--- config.mk ---
export PLATFORM = sky130hd
export DESIGN_NAME = mem_port_arbiter
export DESIGN_NICKNAME = d
export VERILOG_FILES = /design/src/rtl/mem_port_arbiter_pkg.sv /design/src/rtl/mem_port_arbiter_rr_picker.sv /design/src/rtl/mem_port_arbiter.sv
export SDC_FILE = /design/constraint.sdc
export NUM_CORES = 1
export LEC_CHECK = 0
export CORE_ASPECT_RATIO = 0.6
export CORE_UTILIZATION = 28
export DETAILED_ROUTE_END_ITERATION = 10
export GPL_TIMING_DRIVEN = 0
export HOLD_SLACK_MARGIN = 0.05
export MAX_ROUTING_LAYER = met4
export PLACE_DENSITY_LB_ADDON = 0.2
export SLEW_MARGIN = 20
export SYNTH_ARGS = -nofsm -noshare
export SYNTH_HDL_FRONTEND = slang
export SYNTH_SLANG_ARGS = --single-unit
--- constraint.sdc ---
create_clock -name clk -period 1.25 [get_ports clk]
set_input_delay 0.1875 -clock clk [delete_from_list [all_inputs] [get_ports clk]]
set_output_delay 0.1875 -clock clk [all_outputs]
set_load 0.02 [all_outputs]
--- src/rtl/mem_port_arbiter_pkg.sv ---
// ---------------------------------------------------------------------------
// mem_port_arbiter_pkg
// Shared controller types for the GPU memory-side blocks.
//   arb_state_t : state of the memory port arbiter FSM (IDLE/ISSUE/RELAY)
//   mem_op_t    : kind of transaction a grant carries (read or write)
//   id_width()  : width of a consumer index, never less than one bit
// ---------------------------------------------------------------------------
package mem_port_arbiter_pkg;

  typedef enum logic [1:0] {
    IDLE  = 2'd0,
    ISSUE = 2'd1,
    RELAY = 2'd2
  } arb_state_t;

  typedef enum logic {
    OP_READ  = 1'b0,
    OP_WRITE = 1'b1
  } mem_op_t;

  // A single consumer still needs a 1-bit index so the ports stay legal.
  function automatic int id_width(input int n);
    return (n > 1) ? $clog2(n) : 1;
  endfunction

endpackage

--- src/rtl/mem_port_arbiter_rr_picker.sv ---
// ---------------------------------------------------------------------------
// rr_picker
// Combinational round-robin selector. Scans the request vector starting at
// i_rr_ptr and wrapping past NUM_CONSUMERS-1 back to 0; the first requester
// found wins.
//   i_req          : one request bit per consumer
//   i_rr_ptr       : index that has highest priority this scan
//   o_grant_valid  : at least one consumer is requesting
//   o_grant_id     : index of the winning consumer (0 when none)
// ---------------------------------------------------------------------------
module rr_picker
  import mem_port_arbiter_pkg::*;
#(
  parameter  int NUM_CONSUMERS = 2,
  localparam int ID_W          = id_width(NUM_CONSUMERS)
) (
  input  logic [NUM_CONSUMERS-1:0] i_req,
  input  logic [ID_W-1:0]          i_rr_ptr,
  output logic                     o_grant_valid,
  output logic [ID_W-1:0]          o_grant_id
);

  int w_idx;

  // Walk the offsets from farthest to nearest so the requester closest to
  // the pointer is the last one written, i.e. the winner.
  always_comb begin
    o_grant_valid = 1'b0;
    o_grant_id    = '0;
    w_idx         = 0;
    for (int k = NUM_CONSUMERS - 1; k >= 0; k--) begin
      w_idx = (int'(i_rr_ptr) + k) % NUM_CONSUMERS;
      if (i_req[ID_W'(w_idx)]) begin
        o_grant_valid = 1'b1;
        o_grant_id    = ID_W'(w_idx);
      end
    end
  end

endmodule

--- src/rtl/mem_port_arbiter.sv ---
// ---------------------------------------------------------------------------
// mem_port_arbiter
// Shares one downstream memory (cache) port among NUM_CONSUMERS cores/LSUs.
// One transaction is outstanding at a time; consumers are served round-robin.
//
// Ports
//   clk, reset                 : rising-edge clock, synchronous active-high reset
//   consumer_read_valid/addr   : per-consumer read request (addr stable while valid)
//   consumer_read_ready/data   : per-consumer read completion and returned data
//   consumer_write_valid/addr/data : per-consumer write request
//   consumer_write_ready       : per-consumer write completion
//   mem_req/we/addr/wdata      : downstream request, held stable until mem_ready
//   mem_rdata, mem_ready       : downstream read data and one-cycle completion
//   o_dbg_state/rr_ptr/grant_id: FSM observation for checkers
//
// Handshake: a consumer raises valid and holds it (with address/data) until
// it sees its ready. Ready then stays high until the consumer drops the valid
// of the served type; ready clears on the following edge. If valid drops
// before completion the transaction still finishes and ready pulses for one
// cycle. Downstream, mem_req rises the cycle after the grant and every request
// field stays constant until a cycle in which mem_ready=1 is sampled.
// ---------------------------------------------------------------------------
module mem_port_arbiter
  import mem_port_arbiter_pkg::*;
#(
  parameter  int NUM_CONSUMERS = 2,
  parameter  int ADDR_BITS     = 8,
  parameter  int DATA_BITS     = 8,
  localparam int ID_W          = id_width(NUM_CONSUMERS)
) (
  input  logic                                    clk,
  input  logic                                    reset,

  input  logic [NUM_CONSUMERS-1:0]                consumer_read_valid,
  input  logic [NUM_CONSUMERS-1:0][ADDR_BITS-1:0] consumer_read_address,
  output logic [NUM_CONSUMERS-1:0]                consumer_read_ready,
  output logic [NUM_CONSUMERS-1:0][DATA_BITS-1:0] consumer_read_data,

  input  logic [NUM_CONSUMERS-1:0]                consumer_write_valid,
  input  logic [NUM_CONSUMERS-1:0][ADDR_BITS-1:0] consumer_write_address,
  input  logic [NUM_CONSUMERS-1:0][DATA_BITS-1:0] consumer_write_data,
  output logic [NUM_CONSUMERS-1:0]                consumer_write_ready,

  output logic                                    mem_req,
  output logic                                    mem_we,
  output logic [ADDR_BITS-1:0]                    mem_addr,
  output logic [DATA_BITS-1:0]                    mem_wdata,
  input  logic [DATA_BITS-1:0]                    mem_rdata,
  input  logic                                    mem_ready,

  output arb_state_t                              o_dbg_state,
  output logic [ID_W-1:0]                         o_dbg_rr_ptr,
  output logic [ID_W-1:0]                         o_dbg_grant_id
);

  // -------------------------------------------------------------------------
  // State and datapath registers
  // -------------------------------------------------------------------------
  arb_state_t                              r_state;
  arb_state_t                              w_state_next;
  logic [ID_W-1:0]                         r_rr_ptr;
  logic [ID_W-1:0]                         r_grant_id;
  mem_op_t                                 r_grant_op;
  logic                                    r_mem_req;
  logic                                    r_mem_we;
  logic [ADDR_BITS-1:0]                    r_mem_addr;
  logic [DATA_BITS-1:0]                    r_mem_wdata;
  logic [NUM_CONSUMERS-1:0]                r_read_ready;
  logic [NUM_CONSUMERS-1:0]                r_write_ready;
  logic [NUM_CONSUMERS-1:0][DATA_BITS-1:0] r_read_data;

  // -------------------------------------------------------------------------
  // Combinational helpers
  // -------------------------------------------------------------------------
  logic [NUM_CONSUMERS-1:0] w_req_vec;
  logic                     w_pick_valid;
  logic [ID_W-1:0]          w_pick_id;
  logic                     w_pick_is_read;
  logic                     w_served_valid;
  logic [ID_W-1:0]          w_next_ptr;
  logic                     w_do_grant;
  logic                     w_do_complete;
  logic                     w_do_release;

  assign w_req_vec = consumer_read_valid | consumer_write_valid;

  rr_picker #(
    .NUM_CONSUMERS (NUM_CONSUMERS)
  ) u_rr_picker (
    .i_req         (w_req_vec),
    .i_rr_ptr      (r_rr_ptr),
    .o_grant_valid (w_pick_valid),
    .o_grant_id    (w_pick_id)
  );

  // A winner presenting both request types is served its read first.
  assign w_pick_is_read = consumer_read_valid[w_pick_id];

  // Only the valid of the type actually served releases the grant, so a
  // pending write on the same consumer does not hold a finished read open.
  assign w_served_valid = (r_grant_op == OP_READ) ? consumer_read_valid[r_grant_id]
                                                  : consumer_write_valid[r_grant_id];

  assign w_next_ptr = (r_grant_id == ID_W'(NUM_CONSUMERS - 1)) ? '0
                                                               : r_grant_id + ID_W'(1);

  // -------------------------------------------------------------------------
  // FSM: next state and control strobes
  // -------------------------------------------------------------------------
  always_comb begin
    w_state_next  = r_state;
    w_do_grant    = 1'b0;
    w_do_complete = 1'b0;
    w_do_release  = 1'b0;
    unique case (r_state)
      IDLE: begin
        if (w_pick_valid) begin
          w_do_grant   = 1'b1;
          w_state_next = ISSUE;
        end
      end
      ISSUE: begin
        // mem_ready is only meaningful here; other states never look at it.
        if (mem_ready) begin
          w_do_complete = 1'b1;
          w_state_next  = RELAY;
        end
      end
      RELAY: begin
        if (!w_served_valid) begin
          w_do_release = 1'b1;
          w_state_next = IDLE;
        end
      end
      default: begin
        w_state_next = IDLE;
      end
    endcase
  end

  always_ff @(posedge clk) begin
    if (reset) begin
      r_state <= IDLE;
    end else begin
      r_state <= w_state_next;
    end
  end

  // -------------------------------------------------------------------------
  // Datapath registers
  // -------------------------------------------------------------------------
  always_ff @(posedge clk) begin
    if (reset) begin
      r_rr_ptr      <= '0;
      r_grant_id    <= '0;
      r_grant_op    <= OP_READ;
      r_mem_req     <= 1'b0;
      r_mem_we      <= 1'b0;
      r_mem_addr    <= '0;
      r_mem_wdata   <= '0;
      r_read_ready  <= '0;
      r_write_ready <= '0;
      r_read_data   <= '0;
    end else begin
      if (w_do_grant) begin
        r_mem_req  <= 1'b1;
        r_mem_we   <= !w_pick_is_read;
        r_grant_id <= w_pick_id;
        r_grant_op <= w_pick_is_read ? OP_READ : OP_WRITE;
        if (w_pick_is_read) begin
          r_mem_addr  <= consumer_read_address[w_pick_id];
          r_mem_wdata <= '0;
        end else begin
          r_mem_addr  <= consumer_write_address[w_pick_id];
          r_mem_wdata <= consumer_write_data[w_pick_id];
        end
      end

      if (w_do_complete) begin
        r_mem_req <= 1'b0;
        if (r_grant_op == OP_READ) begin
          r_read_data[r_grant_id]  <= mem_rdata;
          r_read_ready[r_grant_id] <= 1'b1;
        end else begin
          r_write_ready[r_grant_id] <= 1'b1;
        end
      end

      if (w_do_release) begin
        r_read_ready  <= '0;
        r_write_ready <= '0;
        r_rr_ptr      <= w_next_ptr;
      end
    end
  end

  // -------------------------------------------------------------------------
  // Outputs
  // -------------------------------------------------------------------------
  assign consumer_read_ready  = r_read_ready;
  assign consumer_read_data   = r_read_data;
  assign consumer_write_ready = r_write_ready;
  assign mem_req              = r_mem_req;
  assign mem_we               = r_mem_we;
  assign mem_addr             = r_mem_addr;
  assign mem_wdata            = r_mem_wdata;
  assign o_dbg_state          = r_state;
  assign o_dbg_rr_ptr         = r_rr_ptr;
  assign o_dbg_grant_id       = r_grant_id;

endmodule
==> reports/results.tsv, run 1 <==
stage	metric	value	unit
placement	Detail Placement HPWL	4.74	mm
pwr	sw frac	24.4	%
synth	Synth area leader	dfxtp_1	
pwr	Cell Pwr Density	1120	nW/um^2
critical_path	reg2reg path depth	3	
clock_network	# hold bufs at CTS	0	
synth	Ys Warns	0	
synth	dominant register cell in the synthesized netlist	dfxtp_1	
synth	Post-Synth XOR/XNOR Area	0	%
global_route	largest net degree at the start of global routing	14	
cells_and_area	Final Non-Filler Cells	411	
critical_path	worst r2r src	o_dbg_state[0]	
route	DR DRC count	0	
sta	fin crit share	106	%
clock_network	H-tree depth	2	
pwr	sequential share of power	37.5	%
critical_path	critical path arrival	1500	ps
critical_path	CP max stage cell	dfxtp_4	
status	violated checks	negative setup slack	
route	remaining antenna violation count after routing	0	
clock_network	clock tree from TritonCTS	built	
critical_path	Critical Path Fanout Max	9	
sta	Max-Slew Margin vs Limit	66.7	%
pwr	switching power total	0.949	mW
placement	post-place setup slack	-634	ps
critical_path	Crit path required time	1420	ps
pwr	clock power share	42.1	%
global_route	first-pass GRT wire length	10.0	mm
critical_path	critical path class	reg -> reg	
synth	register bit total from synthesis	42	
sta	Fmax achieved	752	MHz
synth	top cell type's share of synthesized area	42.5	%
cells_and_area	area grow syn2layout	76.5	%
synth	syn avg cell area	10.0	um^2
route	Detailed Routing Iterations Pass 1	4	
synth	ys async rst share	0	%
synth	mux cell area share after synthesis	17.1	%
sta	Slew Limit Fails	0	
sta	Final Critical Period	1330	ps
clock_network	clock buffer count from CTS	5	
floorplan	area of the die	7420	um^2
pwr	Overall Power	3.90	mW
floorplan	initial core utilization	29.3	%
synth	register area share after synthesis	42.5	%
synth	Synth Area in Simple Gates	15.3	%
floorplan	Vert. Die Dim	67.1	um
synth	synthesized instance count	198	
status	status	finished with violations	
pwr	Combinational Power Share	20.3	%
route	initial DRC count	43	
critical_path	FF-to-FF setup slack	-80	ps
sta	total negative slack	-217	ps
sta	clk_skew	4.46	ps
synth	Mapped Area	1980	um^2
critical_path	CP endpoint	o_dbg_rr_ptr	
cells_and_area	fin nets	386	
global_route	antenna violations before repair	0	
floorplan	core area	6760	um^2
sta	RSZ-0062 raised after global routing	true	
critical_path	crit path from	o_dbg_state[0]	
clock_network	Reg clk slew, reported paths	60	ps
synth	most frequent cells after synthesis	dfxtp_1, mux2i_1, nand2_1, nor2b_1	
critical_path	worst-path cell chain	and3b_2 > a22oi_2 > mux2_2	
synth	Synth Area in Adders	0	%
sta	final setup violation count	9	
floorplan	FP Rows	23	
clock_network	Clock Sink Count	42	
synth	most common cell in the netlist	dfxtp_1	
global_route	vias in the first global route	1913	
placement	IO Port Bufs	103	
placement	routability cong.	0.758	
route	vias per std cell	4.81	
synth	synth top area cells	dfxtp_1, mux2i_1, nand2_1	
critical_path	Critical Path Start Type	flop	
cells_and_area	antenna diode count	0	
route	final WL	6.40	mm
critical_path	nature of the critical path endpoint	flop	
pwr	Internal	2.95	mW
route	drt wl/cell	15.6	um
clock_network	worst skew pair latency	280	ps
sta	Final Hold Fails	0	
cells_and_area	layout cells sized above 1	20.1	%
route	vias	1975	
global_route	gr usage total	18.1	%
floorplan	Die Wd	111	um
clock_network	CTS max path bufs	2	
job	Max-cap violations	0	
synth	Synth Net Count	261	
pwr	worst vdd ir	0.543	mV
floorplan	I/O pins	105	
synth	number of flops mapped to enable cells by yosys	0	
cells_and_area	post-route cell area	3490	um^2
global_route	total grt overflow	0	
synth	largest family of logic cells by synthesized area	compound AO/OA/AOI/OAI gates	
min_path	Worst Hold Class	in -> reg	
cells_and_area	fin util	51.7	%
synth	post-synthesis cell type count	41	
pwr	Leak	1.58	nW
sta	final worst slack	-80.6	ps
clock_network	CTS root buf	clkbuf_16	
placement	Placed Cells	388	
critical_path	CP max stage delay	410	ps
placement	DP Area	3150	um^2
critical_path	R2R Path End	o_dbg_rr_ptr	
synth	Synth Area in Compound Gates	20.0	%
sta	worst hold slack	403	ps
sta	worst-margin pin slew	500	ps
critical path: cells and delay by family (launching register included):
family / cells / cell delay [ps]
DFF: 1 / 410
and+or+nand+nor: 1 / 260
muxes: 1 / 360
AOI/OAI and AO/OA: 1 / 190
cell families (layout without fill, tap and decap cells):
kind of cell           count (synthesis)  count (layout)
buffers and inverters                 22             147
AOI/OAI and AO/OA                     47              47
DFF                                   42              42
and+or+nand+nor                       55              56
muxes                                 32              32
registers in the layout (all words and copies together) (netlist names):
register and flops:
consumer_write_ready 2, o_dbg_state 2, mem_req 1, o_dbg_rr_ptr 1
o_dbg_grant_id 1, mem_wdata 8, mem_addr 8, consumer_read_ready 2
consumer_read_data 16, r_grant_op 1
layout make-up:
cell class,count,area [um^2]
clock buffers,7,164
fillers,608,3270
clock inverters,1,30.0
well taps,87,109
multi-input cells,135,1120
flip-flops and latches,42,857
plain buffers,12,97.6
inverters,9,37.5
repair buffers,118,1080
power groups by stage:
| stage | Clock [mW] | Sequential [mW] | Combinational [mW] |
|---|---|---|---|
| CTS | 1.68 | 1.46 | 0.768 |
| floorplan | 0 | 1.58 | 0.269 |
| detailed placement | 0 | 1.49 | 0.773 |
| finish | 1.64 | 1.46 | 0.792 |
| global route | 1.75 | 1.47 | 0.849 |
| global placement | 0 | 1.49 | 0.766 |
layout by cell type, fill, tap and decap left out, types with 2 or more instances in the layout:
master           count
buf_4               15
or2_1                3
a21oi_1              5
a32o_1               6
dlygate4sd2_1       44
nand3_1              2
clkbuf_16            6
dfxtp_4              4
inv_1                8
nor2_2               3
clkdlybuf4s50_1     57
o21ai_0              2
o32a_1               7
nor2b_1              9
buf_6                5
a211o_1              6
mux2_2               4
clkbuf_2             4
dfxtp_1             37
mux2i_1             25
nand2_1             25
nor3b_2              2
o211ai_1             2
o32ai_1              8
o21a_1               3
clkbuf_1             2
how the worst min path moves through the flow:
stage	slack [ps]	cells past startpoint	startpoint	end
2_1_floorplan	350	2	mem_rdata[0]	consumer_read_data[0]
5_1_grt	410	2	reset	mem_wdata[1]
6_report	400	2	reset	mem_wdata[2]
3_3_place_gp	440	2	consumer_read_data[7]	consumer_read_data[7]
4_1_cts	350	2	reset	mem_wdata[2]
3_5_place_dp	450	2	consumer_read_data[9]	consumer_read_data[9]
routing by layer:
metal / GRT usage [%] / wire [um] / vias up
met4: 4.67 / 41 / 0
met3: 5.46 / 399 / 5
met5: - / 0 / -
met1: 24.2 / 3210 / 933
met2: 26.7 / 2740 / 49
li1: - / - / 988
timing repair:
item | CTS | global route
cloned | 2 | 1
endpoints found under the setup margin | 82 | 42
resized for setup | 72 | 14
pin swaps | 9 | 2
endpoints found under the hold margin | 0 | 0
buffers inserted | 10 | 3
(Power assumes the default switching activity.)
==> inputs of run 2 (changes only) <==
Settings changed: CTS_CLUSTER_SIZE set to 28, HOLD_SLACK_MARGIN 0.05 to 0.02.
==> results of run 2 <==
Final layout, timing and power as in run 1 (identical DEF).
